File: config.mk
export PLATFORM = sky130hd
export DESIGN_NAME = req_agent4
export DESIGN_NICKNAME = d
export VERILOG_FILES = /design/src/rtl/req_agent4.sv
export SDC_FILE = /design/constraint.sdc
export NUM_CORES = 1
export LEC_CHECK = 0
export ABC_CLOCK_PERIOD_IN_PS = 7950
export CAP_MARGIN = 20
export CORE_MARGIN = 2
export CORE_UTILIZATION = 53
export DETAILED_ROUTE_END_ITERATION = 10
export GPL_ROUTABILITY_DRIVEN = 0
export HOLD_SLACK_MARGIN = 0.08
export PLACE_DENSITY = 0.84
export SLEW_MARGIN = 20
export SYNTH_ARGS = -nofsm -noshare
export SYNTH_HDL_FRONTEND = slang
export SYNTH_SLANG_ARGS = --single-unit
File: constraint.sdc
create_clock -name clock -period 7.95 [get_ports clock]
set_clock_uncertainty 0.2 [all_clocks]
set_input_delay 1.59 -clock clock [delete_from_list [all_inputs] [get_ports clock]]
set_output_delay 1.59 -clock clock [all_outputs]
set_load 0.02 [all_outputs]
File: src/rtl/req_agent4.sv
// Client-side request agent for the 4-way priority selector: per-client pending counters, grant checking, optional starvation guard.
// Define REQ_AGENT_STARVE_GUARD_EN to build the wait counters and starvation masking.
module req_agent4 #(
    parameter int unsigned CNT_W        = 3,
    parameter int unsigned STARVE_LIMIT = 15
) (
    input  logic       clock,
    input  logic       reset,
    input  logic [3:0] push,
    input  logic [3:0] gnt,
    output logic [3:0] req,
    output logic       en,
    output logic [3:0] full,
    output logic [3:0] drop,
    output logic       gnt_err,
    output logic [3:0] starve
);

    logic [CNT_W-1:0] cnt [4];
    logic [3:0]       req_raw;
    logic [3:0]       g;
    logic             gnt_onehot;
    logic             legal;

    always_comb begin
        req_raw = '0;
        full    = '0;
        for (int unsigned i = 0; i < 4; i++) begin
            req_raw[i] = (cnt[i] != '0);
            full[i]    = (cnt[i] == '1);
        end
    end

`ifdef REQ_AGENT_STARVE_GUARD_EN
    logic [7:0] wait_cnt [4];

    always_comb begin
        starve = '0;
        for (int unsigned i = 0; i < 4; i++) begin
            starve[i] = (wait_cnt[i] == 8'(STARVE_LIMIT));
        end
        // Only starved clients are presented while any client is starved.
        req = (|starve) ? (req_raw & starve) : req_raw;
    end

    always_ff @(posedge clock) begin
        if (reset) begin
            for (int unsigned i = 0; i < 4; i++) begin
                wait_cnt[i] <= '0;
            end
        end else begin
            for (int unsigned i = 0; i < 4; i++) begin
                if (cnt[i] == '0 || g[i]) begin
                    wait_cnt[i] <= '0;
                end else if (req_raw[i] && wait_cnt[i] != 8'(STARVE_LIMIT)) begin
                    wait_cnt[i] <= wait_cnt[i] + 8'd1;
                end
            end
        end
    end
`else
    always_comb begin
        starve = '0;
        req    = req_raw;
    end
`endif

    always_comb begin
        en         = |req;
        gnt_onehot = (gnt != '0) && ((gnt & (gnt - 4'd1)) == '0);
        legal      = (gnt == '0) || (gnt_onehot && en && ((gnt & req) != '0));
        g          = legal ? gnt : '0;
    end

    always_ff @(posedge clock) begin
        if (reset) begin
            for (int unsigned i = 0; i < 4; i++) begin
                cnt[i] <= '0;
            end
            drop    <= '0;
            gnt_err <= 1'b0;
        end else begin
            gnt_err <= ~legal;
            for (int unsigned i = 0; i < 4; i++) begin
                case ({push[i], g[i]})
                    2'b10: begin
                        if (full[i]) begin
                            drop[i] <= 1'b1;
                        end else begin
                            cnt[i] <= cnt[i] + CNT_W'(1);
                        end
                    end
                    2'b01:   cnt[i] <= cnt[i] - CNT_W'(1);
                    default: cnt[i] <= cnt[i];
                endcase
            end
        end
    end

endmodule

==> metrics.csv, run 1 <==
stage;metric;value;unit
synth;Post-synth EDFFs;12;
detailed_routing;DR vias;899;
detailed_routing;antenna viol nets, final;0;
sta;Final period util;54.06;%
sta;Fin Hold WS;0.2790;ns
layout;Area Overhead vs Synth;21.68;%
floorplan;core footprint;0.002191;mm2
outcome;status;finished, final reports clean;
clocking;clk sink count;17;
floorplan;I/O pin cnt;28;
detailed_routing;Routed wire per std cell;11.99;um
layout;Register Area;460.4;um2
clocking;CTS tree;done;
sta;unrepaired setup endpoints after global routing;false;
power;switch share;33.48;%
clocking;root buf cell;clkbuf_4;
sta;Final min period;4.297;ns
detailed_routing;DR vias/cell;5.051;
power;Flop pwr share;45.8;%
critical_path;Worst EP required;7.81;ns
global_route;vias in the first global route;898;
sta;max frequency;0.2327;GHz
power;Power Density;174.4;mW/mm2
hold_path;worst hold stages;2;
floorplan;Site Rows;17;
layout;Multi-input gate area;673.1;um2
sta;Fin. Hold Viols;0;
layout;Filler cells;177;
synth;cell count after synthesis;126;
sta;Worst slew margin;61.69;%
power;clock power share;17.9;%
detailed_routing;initial DRC count;6;
floorplan;Initial Util;55.85;%
power;combinational power share;36.3;%
critical_path;R2R cell count;12;
hold_path;Hold WC Path Type;flip-flop to flip-flop;
sta;Final TNS setup;0;ns
clocking;hold_buf cts;0;
place;dpl hpwl;1773;um
clocking;cts bufs inserted;3;
detailed_routing;Total Wirelength;2135;um
critical_path;WS Path Type;primary input to flip-flop;
clocking;H-tree depth;1;
sta;Max Slew Vio Count;0;
layout;fin util;67.96;%
synth;Top FF cell, synth;edfxtp_1;
clocking;clk_lat worst skew;0.29;ns
critical_path;crit-path max FO;9;
job;maxcap violations;0;
clocking;# Post-CTS Setup Buffers;0;
sta;worst-margin pin slew;0.5729;ns
power;internal power;0.0001727;W
synth;Yosys Warn Count;0;
floorplan;die area;0.002709;mm2
layout;fin area;0.001489;mm2
floorplan;Die Y;52.05;um
global_route;GRT Resource Usage Total;18.35;%
sta;Final Setup Violations;0;
global_route;initial antenna violation count;0;
synth;Cell variety after synth;29;
detailed_routing;first-pass detailed-route iteration total;4;
floorplan;Die X;52.05;um
power;sw power;0.00008695;W
global_route;first-pass GRT wire length;3663;um
global_route;largest net degree at the start of global routing;19;
synth;Avg Inst Size Synth;9.712;um2
clocking;Clock Tree Buf Depth;2;
power;Overall Power;0.0002597;W
place;placed cell area;0.001463;mm2
layout;Final #Nets;176;
synth;ys async rst share;0;%
power;leakage;0.6210;nW
global_route;Overflow after GRT;0;
layout;share of layout cells above drive strength 1;6.667;%
critical_path;Crit. End Element;flip-flop;
critical_path;type of origin of the critical path;primary input;
detailed_routing;Post-route DRC;0;
place;Port Buffers;23;
power;peak supply drop;0.1546;mV
synth;Seq/Total Area, Yosys;37.63;%
synth;flops & latches, synth;17;
layout;number of diodes;0;
clocking;Worst-path clk slew;0.10;ns
critical_path;Arr. time, crit path;4.15;ns
synth;post-synth design cell area;0.001224;mm2
clocking;post-CTS sizing;0;
## sequential cells by signal, summed over array words and instances (netlist names)
register	cells
cnt	12
gnt_err	1
drop	4
## Yosys cell counts (all sizes together), types with 5 or more instances
master / count / area (um2)
nand2: 5 / 18.77
dfxtp: 5 / 100.1
nor2: 12 / 45.04
ha: 12 / 150.1
edfxtp: 12 / 360.4
a211oi: 5 / 42.54
nand2b: 5 / 31.28
a21oi: 8 / 40.04
inv: 17 / 63.81
and2: 5 / 31.28
## power by group through the flow
stage	logic, W	clock network [W]	registers (W)
after floorplan	0.0000651	0	0.000120
after global placement	0.0000912	0	0.000120
after detailed placement	0.0000949	0	0.000121
after CTS	0.0000954	0.0000490	0.000119
after global routing	0.000105	0.0000526	0.000121
final	0.0000942	0.0000465	0.000119
## worst max-delay path, cell delays in order
cell and delay, ns:
clkdlybuf4s50_1 0.49, a211oi_1 0.28, nor2_1 0.08, a211oi_2 0.46
and2_1 0.20, ha_1 0.16, nand2b_1 0.10, fa_1 0.39
xor2_1 0.20, xnor2_1 0.14, nor2_1 0.06
## per-stage QoR
| step | setup WS [ns] | cells |
|---|---|---|
| after floorplan | 4.092 | 129 |
| after global placement | 3.430 | 174 |
| after detailed placement | 3.346 | 174 |
| after CTS | 3.672 | 178 |
| after global routing | 3.446 | 178 |
| final | 3.653 | 178 |
## layout make-up
cell class	instances	area share (%)
repair buffers	23	15.46
multi-input cells	89	45.21
inverters	17	4.286
flip-flops and latches	17	30.92
well taps	28	2.353
clock buffers	4	1.765
## routing by layer
metal | track usage (%) | part of all wire (%) | routed length (um)
met1 | 20.80 | 41 | 885
met5 | 0 | 0 | 0
met4 | 6.579 | 0.98 | 21
met2 | 33.33 | 54 | 1149
met3 | 4.023 | 3.7 | 78
## path summary, 6_finish.rpt
path	start	endpoint	slack, ns
max	gnt[2]	cnt[2][2]	3.65
min	drop[0]	drop[0]	0.28
max reg2reg	cnt[3][0]	cnt[2][2]	4.89
min reg2reg	drop[0]	drop[0]	0.28
## kinds of logic after synthesis
kind of cell | count (synthesis) | synth area share, %
xor gates and xnor gates | 7 | 5.010
buffers and inverters | 23 | 8.282
adders and majority gates | 15 | 17.18
other | 1 | 0.3065
and+or+nand+nor | 44 | 21.16
DFF | 17 | 37.63
AOI/OAI and AO/OA | 19 | 10.43
## placed cells by master, fill, tap and decap left out, types with 2 or more instances in the layout
| cell type | synthesis | routed |
|---|---|---|
| clkdlybuf4s50_1 | 0 | 23 |
| inv_1 | 17 | 17 |
| nor2_1 | 12 | 12 |
| ha_1 | 12 | 12 |
| edfxtp_1 | 12 | 12 |
| a21oi_1 | 8 | 8 |
| nand2b_1 | 5 | 5 |
| and2_1 | 5 | 5 |
| nand2_1 | 5 | 5 |
| dfxtp_1 | 5 | 5 |
| a211oi_1 | 4 | 4 |
| o21bai_1 | 4 | 4 |
| xor2_1 | 4 | 4 |
| conb_1 | 1 | 4 |
| nor2b_1 | 3 | 3 |
| nand3_1 | 3 | 3 |
| xnor2_1 | 3 | 3 |
| fa_1 | 3 | 3 |
| clkbuf_4 | 0 | 3 |
| or3_4 | 2 | 2 |
| a22oi_1 | 2 | 2 |
| nand3b_1 | 2 | 2 |
| or2_2 | 2 | 2 |
No activity file was read; power rests on OpenSTA's default activity.
==> run 2, diff against run 1 <==
- ABC_CLOCK_PERIOD_IN_PS: 7950 -> 3600
- CORE_UTILIZATION: 53 -> 45
- PLACE_DENSITY: 0.84 -> 0.76
- clock period: 7.95 -> 3.6 ns (I/O delays scaled with it)
==> run 2 against run 1 <==
  * Sequential share of layout area shrank 0.51 points
  * Register-to-register slack worse by 4.3 ns
  * Setup slack lost 3.4 ns
  * Critical path depth unchanged
  * Core utilization shrank 7.9 points
  * Cell area up 1.7%
  * Sequential power up 120%
  * Clock power grew 120%
  * Die area grew 16%
  * Via count up 3.7%
  * Count of clock-buffer cells in the layout stayed put
  * Combinational power grew 130%
  * Critical path type unchanged
==> metrics.csv, run 2 (same netlist as run 1, synthesis figures left out) <==
stage;metric;value;unit;change
global_route;initial antenna violation count;0;;unchanged
layout;top flop regs;cnt: 12 flops, drop: 4 flops, gnt_err: 1 flops;;
clocking;Worst-path clk slew;0.09;ns;about the same
clocking;CTS tree;done;;
layout;Final #Nets;179;;+1.7%
sta;Max Slew Vio Count;0;;unchanged
layout;most common cell after layout, fill and taps aside;clkdlybuf4s50_1;;
clocking;# Post-CTS Setup Buffers;0;;unchanged
layout;Filler cells;245;;+38%
clocking;hold_buf cts;0;;unchanged
hold_path;Hold WC Path Type;flip-flop to flip-flop;;
clocking;cts bufs inserted;3;;unchanged
critical_path;crit path to;cnt[2][2];;
clocking;post-CTS sizing;0;;unchanged
floorplan;Die Y;56.15;um;+7.9%
layout;fin area;0.001514;mm2;+1.7%
floorplan;Site Rows;18;;+1
outcome;status;finished, final reports clean;;
floorplan;Initial Util;48.51;%;-7.3 points
sta;unrepaired setup endpoints after global routing;false;;
place;dpl cells;179;;+2.9%
critical_path;Arr. time, crit path;3.15;ns;-1.00 ns
layout;share of layout cells above drive strength 1;8.497;%;+1.8 points
place;Port Buffers;23;;unchanged
critical_path;Crit. End Element;flip-flop;;
clocking;root buf cell;clkbuf_4;;
power;leakage;0.6360;nW;+2.4%
power;peak supply drop;0.2461;mV;+59%
critical_path;R2R cell count;12;;unchanged
sta;worst setup margin;0.2984;ns;-3.354 ns
clocking;clk sink count;17;;unchanged
sta;Fin Hold WS;0.2785;ns;-0.0005450 ns
critical_path;WS Path Type;primary input to flip-flop;;
clocking;Clock Tree Buf Depth;2;;unchanged
layout;Register Area;460.4;um2;unchanged
detailed_routing;Total Wirelength;2348;um;+10%
place;dpl hpwl;1907;um;+7.6%
global_route;GRT Resource Usage Total;15.86;%;-2.5 points
detailed_routing;initial DRC count;20;;+14
floorplan;core footprint;0.002522;mm2;+15%
sta;Final period util;91.71;%;
sta;Final Setup Violations;0;;unchanged
critical_path;FF-to-FF Start;cnt[3][0];;
clocking;clk_lat worst skew;0.29;ns;about the same
critical_path;Critical path origin;gnt[1];;
sta;Fin. Hold Viols;0;;unchanged
layout;Area Overhead vs Synth;23.72;%;
critical_path;Critical R2R Capture;cnt[2][2];;
detailed_routing;DR vias;932;;+3.7%
floorplan;Die X;56.15;um;+7.9%
layout;fin util;60.02;%;-7.9 points
global_route;Overflow after GRT;0;;unchanged
detailed_routing;antenna viol nets, final;0;;unchanged
critical_path;Worst EP required;3.45;ns;-4.36 ns
layout;number of flip-flops in the largest register;12;;unchanged
layout;Multi-input gate area;673.1;um2;unchanged
critical_path;type of origin of the critical path;primary input;;
place;placed cell area;0.001488;mm2;+1.7%
detailed_routing;first-pass detailed-route iteration total;4;;unchanged
sta;Final min period;3.302;ns;
global_route;first-pass GRT wire length;3981;um;+8.7%
global_route;vias in the first global route;928;;+3.3%
layout;Largest Register;cnt;;
global_route;largest net degree at the start of global routing;11;;-8
layout;most frequent cells in the layout;clkdlybuf4s50_1, inv_1, nor2_1, ha_1, edfxtp_1;;
detailed_routing;Routed wire per std cell;12.83;um;+7.0%
critical_path;r2r setup slk;0.63;ns;-4.26 ns
layout;number of diodes;0;;unchanged
layout;Final Non-Filler Cells;183;;+2.8%
clocking;H-tree depth;1;;unchanged
power;Power Density;383.8;mW/mm2;+120%
detailed_routing;DR vias/cell;5.093;;+0.84%
place;pre-CTS WS;-0.004120;ns;-3.350 ns
floorplan;die area;0.003152;mm2;+16%
sta;max frequency;0.3029;GHz;
detailed_routing;Post-route DRC;0;;unchanged
floorplan;I/O pin cnt;28;;unchanged
job;maxcap violations;0;;unchanged
critical_path;crit-path max FO;6;;-3
-- run 2: cell count changes in the layout (fill, tap and decap cells not counted) --
cell   previous run  this run
buf_4             0         3
-- run 2: worst min-delay path by stage --
stage	startpoint	endpoint	slack, ns	cells past startpoint
5_1_grt	drop[2]	drop[2]	0.32	2
3_5_place_dp	drop[0]	drop[0]	0.26	2
3_3_place_gp	drop[0]	drop[0]	0.25	2
4_1_cts	drop[0]	drop[0]	0.28	2
2_1_floorplan	cnt[2][0]	cnt[2][0]	0.37	1
6_report	drop[0]	drop[0]	0.28	2
-- run 2: layer usage --
layer	up-vias	part of all wire, %	global-route usage, %
met1	438	46	20.06
met4	0	1.1	6.463
met5	-	0	0
met2	21	49	26.55
li1	469	-	-
met3	4	4.2	2.791
-- run 2: final cells by class --
type / count / area share [%]
repair buffers: 26 / 16.69
clock buffers: 4 / 1.736
well taps: 30 / 2.479
inverters: 17 / 4.215
multi-input cells: 89 / 44.46
flip-flops and latches: 17 / 30.41
-- run 2: metrics by stage --
stage | setup TNS (ns) | power [W]
2_1_floorplan | 0 | 0.0004081
3_3_place_gp | 0 | 0.0004738
6_report | 0 | 0.0005810
5_1_grt | 0 | 0.0006220
4_1_cts | 0 | 0.0005875
3_5_place_dp | -0.006337 | 0.0004842
-- run 2: critical path: stages --
cell             delay (ns)
clkdlybuf4s50_1        0.51
a211oi_1               0.28
nor2_1                 0.07
a211oi_2               0.33
and2_1                 0.18
ha_1                   0.16
nand2b_1               0.11
fa_1                   0.41
xor2_1                 0.18
xnor2_1                0.14
nor2_1                 0.05
-- run 2: where the power goes --
part	total [W]	switching (W)	leakage [nW]	internal (W)
Combinational	0.000217	0.000116	0.453	0.000101
Sequential	0.000262	0.0000200	0.168	0.000242
Clock	0.000102	0.0000590	0.0150	0.0000430
